File: config.mk
export PLATFORM = sky130hd
export DESIGN_NAME = lab1_pio_irq_sequencer
export DESIGN_NICKNAME = d
export VERILOG_FILES = /design/src/rtl/lab1_pkg.sv /design/src/rtl/lab1_pio_irq_sequencer.sv
export SDC_FILE = /design/constraint.sdc
export NUM_CORES = 1
export LEC_CHECK = 0
export ABC_AREA = 0
export BUFFER_PORTS_ARGS = -buffer_cell sky130_fd_sc_hd__buf_2
export CORE_MARGIN = 2
export CORE_UTILIZATION = 48
export CTS_CLUSTER_SIZE = 12
export DETAILED_ROUTE_END_ITERATION = 8
export GPL_ROUTABILITY_DRIVEN = 1
export PLACE_DENSITY = 0.84
export SLEW_MARGIN = 20
export SYNTH_ARGS = -nofsm -noshare
export SYNTH_HDL_FRONTEND = slang
export SYNTH_SLANG_ARGS = --single-unit
File: constraint.sdc
create_clock -name clk -period 3.8 [get_ports clk]
set_input_delay 0.38 -clock clk [delete_from_list [all_inputs] [get_ports clk]]
set_output_delay 0.38 -clock clk [all_outputs]
set_load 0.1 [all_outputs]
File: src/rtl/lab1_pkg.sv
// Shared definitions for the lab1 PIO interrupt sequencer: PIO register map,
// sequencer state encoding and the state-to-bus-control decode.
package lab1_pkg;

  // PIO register offsets (word addresses on the Avalon-MM slave)
  localparam logic [1:0] PIO_DATA    = 2'd0;
  localparam logic [1:0] PIO_IRQMASK = 2'd2;
  localparam logic [1:0] PIO_EDGECAP = 2'd3;

  typedef enum logic [3:0] {
    INIT     = 4'd0,
    IDLE     = 4'd1,
    WR_MASK  = 4'd2,
    RD_CAP   = 4'd3,
    CAP_LAT  = 4'd4,
    CLR      = 4'd5,
    RD_DATA  = 4'd6,
    DATA_LAT = 4'd7,
    HOLD     = 4'd8
  } state_t;

  typedef struct packed {
    logic       chipselect;
    logic       write_n;
    logic [1:0] address;
  } bus_ctl_t;

  // Bus control for each state; every access is a single cycle, so the
  // strobes are a pure function of the current state.
  function automatic bus_ctl_t bus_decode(input state_t state);
    bus_ctl_t ctl;
    ctl = '{chipselect: 1'b0, write_n: 1'b1, address: PIO_DATA};
    case (state)
      INIT, WR_MASK: ctl = '{chipselect: 1'b1, write_n: 1'b0, address: PIO_IRQMASK};
      RD_CAP:        ctl = '{chipselect: 1'b1, write_n: 1'b1, address: PIO_EDGECAP};
      CLR:           ctl = '{chipselect: 1'b1, write_n: 1'b0, address: PIO_EDGECAP};
      RD_DATA:       ctl = '{chipselect: 1'b1, write_n: 1'b1, address: PIO_DATA};
      default:       ;
    endcase
    return ctl;
  endfunction

endpackage

File: src/rtl/lab1_pio_irq_sequencer.sv
// Avalon-MM master that services an edge-capture PIO in hardware: programs
// irq_mask, and on each interrupt reads edge_capture, clears it, samples the
// data register and pushes one {capture, data} event onto a valid/ready port.
module lab1_pio_irq_sequencer
  import lab1_pkg::*;
#(
  parameter int unsigned       DATA_W         = 8,
  parameter logic [DATA_W-1:0] MASK_RESET     = DATA_W'(8'hFF),
  parameter int unsigned       HOLDOFF_CYCLES = 0,
  parameter int unsigned       CNT_W          = 16
) (
  input  logic              clk,
  input  logic              reset_n,
  // Avalon-MM master towards the PIO
  output logic [1:0]        pio_address,
  output logic              pio_chipselect,
  output logic              pio_write_n,
  output logic [31:0]       pio_writedata,
  input  logic [31:0]       pio_readdata,
  input  logic              pio_irq,
  // Mask reprogramming request
  input  logic [DATA_W-1:0] cfg_mask,
  input  logic              cfg_load,
  // Event stream
  output logic              evt_valid,
  input  logic              evt_ready,
  output logic [DATA_W-1:0] evt_capture,
  output logic [DATA_W-1:0] evt_data,
  output logic [CNT_W-1:0]  evt_count,
  output logic              busy
);

  // Hold-off counter loads HOLDOFF_CYCLES-1 and counts down to zero, so the
  // FSM spends exactly HOLDOFF_CYCLES cycles in HOLD.
  localparam int unsigned       HOLD_W    = (HOLDOFF_CYCLES > 1) ? $clog2(HOLDOFF_CYCLES) : 1;
  localparam logic [HOLD_W-1:0] HOLD_LOAD = HOLD_W'((HOLDOFF_CYCLES > 0) ? HOLDOFF_CYCLES - 1 : 32'd0);
  localparam state_t            AFTER_SVC = (HOLDOFF_CYCLES == 0) ? IDLE : HOLD;

  state_t            r_state;
  logic [DATA_W-1:0] r_cap_q;
  logic              r_cfg_pend;
  logic [HOLD_W-1:0] r_hold_cnt;
  logic              r_evt_valid;
  logic [DATA_W-1:0] r_evt_capture;
  logic [DATA_W-1:0] r_evt_data;
  logic [CNT_W-1:0]  r_evt_count;

  bus_ctl_t          w_bus;
  logic [31:0]       w_wdata;
  logic [DATA_W-1:0] w_rd;

  assign w_rd = pio_readdata[DATA_W-1:0];

  // Only the low DATA_W bits of the PIO read data carry information.
  if (DATA_W < 32) begin : g_rd_hi
    logic w_unused_rd_hi;
    assign w_unused_rd_hi = ^pio_readdata[31:DATA_W];
  end

  // Bus strobes and write data decoded from the state register; the bus is
  // forced idle while reset is held so INIT does not write during reset.
  always_comb begin
    // NOTE: defaults first so every path assigns every output -- no latches.
    w_bus   = bus_decode(r_state);
    w_wdata = '0;
    case (r_state)
      INIT:    w_wdata = 32'(MASK_RESET);
      WR_MASK: w_wdata = 32'(cfg_mask);
      default: ;
    endcase
    if (!reset_n) begin
      w_bus   = '{chipselect: 1'b0, write_n: 1'b1, address: PIO_DATA};
      w_wdata = '0;
    end
  end

  assign pio_chipselect = w_bus.chipselect;
  assign pio_write_n    = w_bus.write_n;
  assign pio_address    = w_bus.address;
  assign pio_writedata  = w_wdata;

  assign evt_valid   = r_evt_valid;
  assign evt_capture = r_evt_capture;
  assign evt_data    = r_evt_data;
  assign evt_count   = r_evt_count;
  assign busy        = (r_state != IDLE);

  // Sequencer FSM with the mask request flag, hold-off counter and event register.
  always_ff @(posedge clk or negedge reset_n) begin
    if (!reset_n) begin
      r_state       <= INIT;
      r_cap_q       <= '0;
      r_cfg_pend    <= 1'b0;
      r_hold_cnt    <= '0;
      r_evt_valid   <= 1'b0;
      r_evt_capture <= '0;
      r_evt_data    <= '0;
      r_evt_count   <= '0;
    end else begin
      // NOTE: non-blocking throughout; a later assignment in this block
      // overrides an earlier one, which gives the load-beats-accept priority.
      if (cfg_load) r_cfg_pend <= 1'b1;
      if (r_evt_valid && evt_ready) r_evt_valid <= 1'b0;

      case (r_state)
        INIT: r_state <= IDLE;

        IDLE: begin
          if (r_cfg_pend) begin
            r_state <= WR_MASK;
          end else if (pio_irq && (!r_evt_valid || evt_ready)) begin
            r_state <= RD_CAP;
          end
        end

        WR_MASK: begin
          // A request arriving during the write stays pending for one more write.
          r_cfg_pend <= cfg_load;
          r_state    <= IDLE;
        end

        RD_CAP: r_state <= CAP_LAT;

        CAP_LAT: begin
          r_cap_q <= w_rd;
          if (w_rd == '0) begin
            // Spurious interrupt: nothing captured, so no clear and no event.
            r_state    <= AFTER_SVC;
            r_hold_cnt <= HOLD_LOAD;
          end else begin
            r_state <= CLR;
          end
        end

        CLR: r_state <= RD_DATA;

        RD_DATA: r_state <= DATA_LAT;

        DATA_LAT: begin
          r_evt_data    <= w_rd;
          r_evt_capture <= r_cap_q;
          r_evt_valid   <= 1'b1;
          r_evt_count   <= r_evt_count + CNT_W'(1);
          r_state       <= AFTER_SVC;
          r_hold_cnt    <= HOLD_LOAD;
        end

        HOLD: begin
          if (r_hold_cnt == '0) r_state <= IDLE;
          else                  r_hold_cnt <= r_hold_cnt - HOLD_W'(1);
        end

        default: r_state <= INIT;
      endcase
    end
  end

endmodule
; Word level (Yosys, flattened, before mapping)
; Index checks and enable logic that the tools add are counted.
; W data, S select, Z words.
[word_totals]
regBits = 47
input_bits = 45
output_inout_bits = 70
elab_cells = 51
[classes]
add_sub_neg = 2
n_eq_ne = 12
mux = 16
reduce_logical = 13
[ops]
columns = operator, n
row1 = $mux W32, 1
row2 = $pmux W4 S7, 1
row3 = $add A16 B1 Y16 const B, 1
row4 = $eq A4 B3 Y1 const B, 4
row5 = $mux W4, 4
row6 = $pmux W4 S4, 1
row7 = $pmux W8 S2, 1
row8 = $eq A4 B2 Y1 const B, 2
row9 = $logic_not A8 Y1, 1
row10 = $mux W1, 6
row11 = $eq A4 B1 Y1 const B, 1
row12 = $eq A4 B4 Y1 const B, 1
row13 = $logic_not A4 Y1, 1
row14 = $ne A2 B2 Y1 const B, 2
row15 = $ne A4 B1 Y1 const B, 1
row16 = $reduce_and A2 Y1, 2
row17 = $reduce_bool A2 Y1, 2
row18 = $mux W3, 1
row19 = $ne A3 B3 Y1 const B, 1
row20 = $pmux W1 S3, 1
row21 = $reduce_bool A3 Y1, 1
row22 = $reduce_or A3 Y1, 1
row23 = $logic_and A1 B1 Y1, 2
row24 = $reduce_or A2 Y1, 1
row25 = other kinds (3), 3

; Depth between registers and ports, before layout
; Gate-level depths: netlist of the first run.
[depth]
word_depth = 6
ltp_mapped = 6
mapped_depth_nobuf = 5

; Worst setup path after synthesis of the first run
; Ideal clock, no wire load.
[synth_path]
kind = flip-flop to output port
startpoint = register r_state[1]
endpoint = output port pio_write_n
arrival_time_ns = 2.940
required_ns = 3.420
path_slack_ns = 0.480
stages_incl_launch_ff = 5
n_path_buf = 2
cell_sequence = dfrtp_1 > buf_4 > clkbuf_1 > nor3b_1 > o21ai_0
[synth_between]
elab_chain_cells = 4
word_cells_on_any_way = 8
classes_between = eq/ne: 4 / mux: 2 / reduce/logical: 2
[synth_rtl]
columns = item, line
row1 = "start, declared", lab1_pio_irq_sequencer.sv:39  ; state_t r_state;
row2 = "start signal, assigned", lab1_pio_irq_sequencer.sv:91  ; r_state <= INIT;
row3 = "start signal, assigned", lab1_pio_irq_sequencer.sv:106  ; INIT: r_state <= IDLE;
row4 = "start signal, assigned", lab1_pio_irq_sequencer.sv:110  ; r_state <= WR_MASK;
row5 = $eq A4 B2 Y1 or $logic_not A4 Y1 (tied branches), lab1_pkg.sv:33  ; case (state)
row6 = $reduce_or A2 Y1, lab1_pkg.sv:33
row7 = $pmux W4 S4 (*), lab1_pkg.sv:33
row8 = $mux W4 (*), lab1_pio_irq_sequencer.sv:71  ; if (!reset_n) begin
row9 = "end, declared", lab1_pio_irq_sequencer.sv:17  ; output logic pio_write_n,
; Mark *: on every way between the ends. The rest lies on a longest branch, timed or not.

; Final worst setup path of the first run
[layout_path]
startpoint = register r_state[1]
endpoint = output port pio_chipselect
[layout_between]
elab_chain_cells = 4
word_cells_on_any_way = 8
classes_between = eq/ne: 4 / mux: 2 / reduce/logical: 2
[layout_rtl]
columns = item, line
row1 = $eq A4 B2 Y1 or $logic_not A4 Y1 (tied branches), lab1_pkg.sv:33
row2 = $reduce_or A2 Y1, lab1_pkg.sv:33
row3 = $pmux W4 S4 (*), lab1_pkg.sv:33
row4 = $mux W4 (*), lab1_pio_irq_sequencer.sv:71
row5 = "end, declared", lab1_pio_irq_sequencer.sv:16  ; output logic pio_chipselect,
; Marks and branches as above.

==> impl_metrics.toml, run 1 <==
[run_status]
status = "completed"

[cells_and_area]
drive_gt1_share_pct = 40.7
regArea_um2 = 1130
layout_common_cells = "buf_2 (66), dfrtp_1 (45), mux2_2 (25)"
layout_commonest_cell = "buf_2"
multi_input_area_um2 = 858
synthToLayoutAreaGrowth_pct = 18.5
diodes = 0
fin_util_pct = 58.9
fillCellCount = 378
finalNetCount = 298
design_area_um2 = 2540

[cts]
root_buffer = "clkbuf_8"
cts_hold_buf = 0
cts_resized = 0
cts.path.max_buffers = 2
clock_latency_ns = 0.29
cts_tree = "built"
clkSlewWorstSetupHoldPaths_ns = 0.08
postCtsSetupBuffers = 0
cts_made_buffers = 5
numClockSinks = 45
cts_max_level = 2

[grt]
met1_usage_pct = 20.1
grt.total_usage_pct = 17.2
grt_pass1_vias = 1474
overflow = 0
gr-usage-met3_pct = 6.70
busiest_layer = "met2"
met2_usage_pct = 28.1
grt_max_degree = 27
antenna_found_initial = 0
grt_pass1_wl_um = 6760

[setup_path]
timing.rr.end = "evt_count[13]$_DFFE_PN0P_"
r2r_cells = 4
path_class = "flop to primary output"
required_ns = 3.42
worstSetupStartpointType = "flop"
reg2reg_slack_ns = 2.04
end_kind = "primary output"
arrival_ns = 1.96
path_max_fanout = 20
cpPeakStageDelay_ns = 0.75
crit_slowest_cell = "dfrtp_1"
r2r_start = "r_state[1]$_DFFE_PN0P_"
cp_cell_sequence = "xor2_1 > nor2_1 > nor3b_1 > buf_2"

[timing]
slew_violations = 0
slew_headroom_pct = 58.3
tightestPinTransition_ns = 0.626
fmax_ghz = 0.427
hold_viol_final = 0
final-setup-viol-count = 0
fin_crit_sh_pct = 61.6
tns_ns = 0
rsz0062_at_grt = "no"
fin_worst_skew_ns = 0.00154
period_minus_slack_ns = 2.34

[drt]
routed_via_density = 4.88
drc_errors = 0
via_count = 1489
post_drt_wl_per_cell_um = 13.2
wl_um = 4020
drt_pass1_iterations = 4
drt.antenna.violating_nets = 0
drt_iter0_drc = 51

[placed_design]
numPortBuffers = 66
dpl-instance-area_um2 = 2430
globalplace.congestion = 0.756
dpl.hpwl_um = 3050

[die]
fp.coreArea_um2 = 4320
io-pin-count = 115
row_count = 24
die_w_um = 70.9
start_util_pct = 49.7
dieHeight_um = 70.9
dieArea_um2 = 5030

[worst_hold_path]
hp-class = "primary input to async pin"

[logic_synthesis]
muxShareOfSynthArea_pct = 13.1
synth-compound-area-share_pct = 3.26
ys_seq_area_share_pct = 52.4
ys_seq_elements = 45
synthTopCellsByArea = "dfrtp_1 (52%), mux2_2 (13%), buf_4 (9.4%)"
synth_cell_type_count = 28
synth-xor-area-share_pct = 6.52
synthSimpleGateAreaFrac_pct = 12.3
synth_fa_ha_area_share_pct = 0.582
syn-instance-count = 184
yosys_warnings = 0
yosysTopAreaCellShare_pct = 52.4
synth_top_family_by_area = "multiplexers"
synth_area_um2 = 2150
synth_area_leader_cell = "dfrtp_1"
synth.avg_cell_area_um2 = 11.7

[job]
drv_cap = 0
metal layers:
layer / vias to the layer above / wire length, um
li1: 712 / -
met2: 53 / 1960
met4: 0 / 78
met1: 717 / 1630
met3: 7 / 350
met5: - / 0
registers in the layout, summed over array words and instances, names as in the netlist:
| signal | cells |
|---|---|
| r_state | 3 |
| r_cfg_pend | 1 |
| evt_valid | 1 |
| r_cap_q | 8 |
| evt_capture | 8 |
| evt_data | 8 |
| evt_count | 16 |
synth_stat cells:
cell type  count
and3_1         3
nand2b_1       1
nor3b_1        2
ha_1           1
a21o_1         1
conb_1         1
and4_1         2
nand4_1        5
or4_1          2
a21oi_1        8
nor3b_4        1
buf_4         27
xor2_1         4
nor3_2         1
nor2_1         6
nor4_1         2
or3_1          2
a211oi_1       1
nand3_1        6
nand2_1       10
o21ai_0        3
dfrtp_1       45
inv_1          9
xnor2_1       12
clkbuf_1       1
nor3_4         1
buf_2          2
mux2_2        25
per-stage QoR:
| stage | hold WS [ns] | setup WS [ns] | std cells |
|---|---|---|---|
| floorplan | 0.0844 | 0.480 | 207 |
| CTS | 0.0625 | 1.44 | 305 |
| global route | 0.0903 | 1.28 | 305 |
| global placement | 0.381 | 1.66 | 297 |
| detailed placement | 0.387 | 1.65 | 297 |
| finish | 0.0604 | 1.46 | 305 |
critical path, delay by kind of cell, from the launching register on:
| kind | cells | cell delay (ns) |
|---|---|---|
| flip-flops | 1 | 0.75 |
| XOR/XNOR | 1 | 0.23 |
| buffers and inverters | 1 | 0.46 |
| AND/OR/NAND/NOR | 2 | 0.23 |
logic make-up after synthesis:
| group | after synthesis |
|---|---|
| buf+inv | 39 |
| other cells | 1 |
| fa+ha+maj | 1 |
| simple gates | 44 |
| flops | 45 |
| xor+xnor | 16 |
| compound gates | 13 |
| mux | 25 |
worst max-delay path by stage:
stage,start,end,slack (ns)
after floorplan,r_state[1]$_DFFE_PN0P_,pio_write_n,0.48
after global routing,r_state[1]$_DFFE_PN0P_,pio_chipselect,1.28
after detailed placement,reset_n,pio_writedata[7],1.65
after CTS,r_state[1]$_DFFE_PN0P_,pio_chipselect,1.44
after global placement,reset_n,pio_writedata[1],1.66
final,r_state[1]$_DFFE_PN0P_,pio_chipselect,1.46
cell type report:
cell class              count  area share, %
flip-flops and latches     45           44.2
multi-input cells         123           33.7
clock buffers               7           3.39
well taps                  52           2.56
repair buffers             68           13.6
clock inverters             1           1.18
inverters                   9           1.33
Power of run 1 is left out: the tool's default activity adds up to more than one toggle a clock period on the data nets, which glitch-free logic cannot reach.
==> inputs of run 2 (changes only) <==
CORE_UTILIZATION = 40   (was 48)
PLACE_DENSITY = 0.74   (was 0.84)
clock period = 2 ns   (was 3.8 ns; I/O delays follow)
==> run 2 against run 1 <==
Compared with the run above:
- global-route usage fell by 2.4 points
- register-to-register slack worse by 1.6 ns
- setup slack worse by 1.4 ns
- wire length grew 5.9%
- cell count rose by 7.2%
- die area grew 19%
- first-iteration DRC count shrank 51%
- via count up 0.40%
- utilization decreased by 5.0 points
- flip-flop and latch count unchanged
- clock-buffer cell count decreased by 1
- clock skew is 0.0037 ns higher
==> impl_metrics.toml, run 2 (same netlist as run 1, synthesis figures left out) <==
[run_status]
status = "completed"

[grt]
grt_max_degree = 29
grt.total_usage_pct = 14.8
grt_pass1_vias = 1413
gr-usage-met3_pct = 5.88
met1_usage_pct = 17.6
antenna_found_initial = 0
overflow = 0
met2_usage_pct = 25.0
busiest_layer = "met2"
grt_pass1_wl_um = 6930

[setup_path]
critPathLaunch = "r_state[0]$_DFFE_PN0P_"
crit_slowest_cell = "dfrtp_1"
required_ns = 1.80
path_class = "flop to primary output"
cpPeakStageDelay_ns = 0.51
timing.rr.end = "r_cap_q[6]$_DFFE_PN0P_"
worstSetupStartpointType = "flop"
r2r_cells = 3
cp_cell_sequence = "nor2_2 > nand2_1 > a21oi_1 > buf_12"
reg2reg_slack_ns = 0.40
path_max_fanout = 10
end_kind = "primary output"
r2r_start = "r_state[2]$_DFFE_PN0P_"
arrival_ns = 1.74

[die]
row_count = 26
io-pin-count = 115
die_w_um = 77.3
dieArea_um2 = 5970
dieHeight_um = 77.3
fp.coreArea_um2 = 5140
start_util_pct = 41.8

[cts]
clock_latency_ns = 0.30
cts_max_level = 2
cts_made_buffers = 5
cts.path.max_buffers = 2
cts_tree = "built"
numClockSinks = 45
root_buffer = "clkbuf_8"
clkSlewWorstSetupHoldPaths_ns = 0.08

[worst_hold_path]
whs_endpoint = "r_cfg_pend$_DFFE_PN0P_"
hp-class = "primary input to flop"
min_from = "cfg_load"
hold_depth = 2

[cells_and_area]
drive_gt1_share_pct = 45.1
diodes = 0
layout_commonest_cell = "buf_2"
fillCellCount = 472
largest_reg_flops = 16
layout_common_cells = "buf_2 (54), dfrtp_1 (39), mux2_2 (25)"
finalNetCount = 302
synthToLayoutAreaGrowth_pct = 28.9

[drt]
drt_iter0_drc = 25
routed_via_density = 4.57
via_count = 1495
drt.antenna.violating_nets = 0
drc_errors = 0
drt_pass1_iterations = 4
wl_um = 4260
post_drt_wl_per_cell_um = 13.0

[timing]
fin_crit_sh_pct = 97.0
hold_viol_final = 0
slew_violations = 0
final-setup-viol-count = 0
tns_ns = 0
rsz0062_at_grt = "yes"
timing.final.ws_setup_ns = 0.0602
fmax_ghz = 0.516
period_minus_slack_ns = 1.94
fin_worst_skew_ns = 0.00528

[placed_design]
dpl.hpwl_um = 3250
pre_cts_ws_ns = 0.289
globalplace.congestion = 0.754
numPortBuffers = 66

[job]
drv_cap = 0
[run 2: changes by cell type in the layout (fill, tap and decap cells not counted), sizes merged]
cell         change
clkinv           +2
bufinv           -1
buf              +2
dlygate4sd3      +1
[run 2: per-stage QoR]
step	instances	utilization (%)	instance area (um2)	hold slack, ns
2_1_floorplan	207	-	2250	-0.0956
4_1_cts	327	53.8	2770	0.0707
5_1_grt	327	53.9	2770	0.0753
6_report	327	53.9	2770	0.0772
3_5_place_dp	318	51.7	2660	0.0898
3_3_place_gp	318	51.7	2660	0.0804
[run 2: layout make-up]
type	instances	area, um2	area share, %
Sequential cell	45	1130	40.9
Inverter	9	33.8	1.22
Tap cell	70	87.6	3.16
Clock inverter	2	13.8	0.497
Clock buffer	6	82.6	2.98
Timing Repair Buffer	72	546	19.7
Multi-Input combinational cell	123	873	31.5
[run 2: worst max-delay path, delay by kind of cell (launching register included)]
family	cells	cell delay, ns
flops	1	0.51
buf+inv	1	0.21
compound gates	1	0.28
simple gates	2	0.43
[run 2: per-layer routing]
| layer | wire (um) | vias to the layer above |
|---|---|---|
| met5 | 0 | - |
| met4 | 15 | 0 |
| met3 | 296 | 2 |
| met2 | 2180 | 45 |
| met1 | 1760 | 732 |
| li1 | - | 716 |
[run 2: worst max-delay path by stage]
| stage | end | slack, ns |
|---|---|---|
| floorplan | pio_writedata[0] | -0.55 |
| global placement | pio_writedata[7] | 0.30 |
| detailed placement | pio_writedata[5] | 0.29 |
| CTS | pio_chipselect | 0.0002 |
| global route | pio_writedata[7] | -0.07 |
| finish | pio_writedata[7] | 0.06 |
[run 2: timing repair]
item	in CTS	in global routing
resized for setup	1	2
setup endpoints to repair	8	9
buffers inserted	0	0
pin swaps	0	0
hold buffers	1	0
hold endpoints to repair	10	0
gates cloned	0	0
Power of run 2 is left out for the same reason.
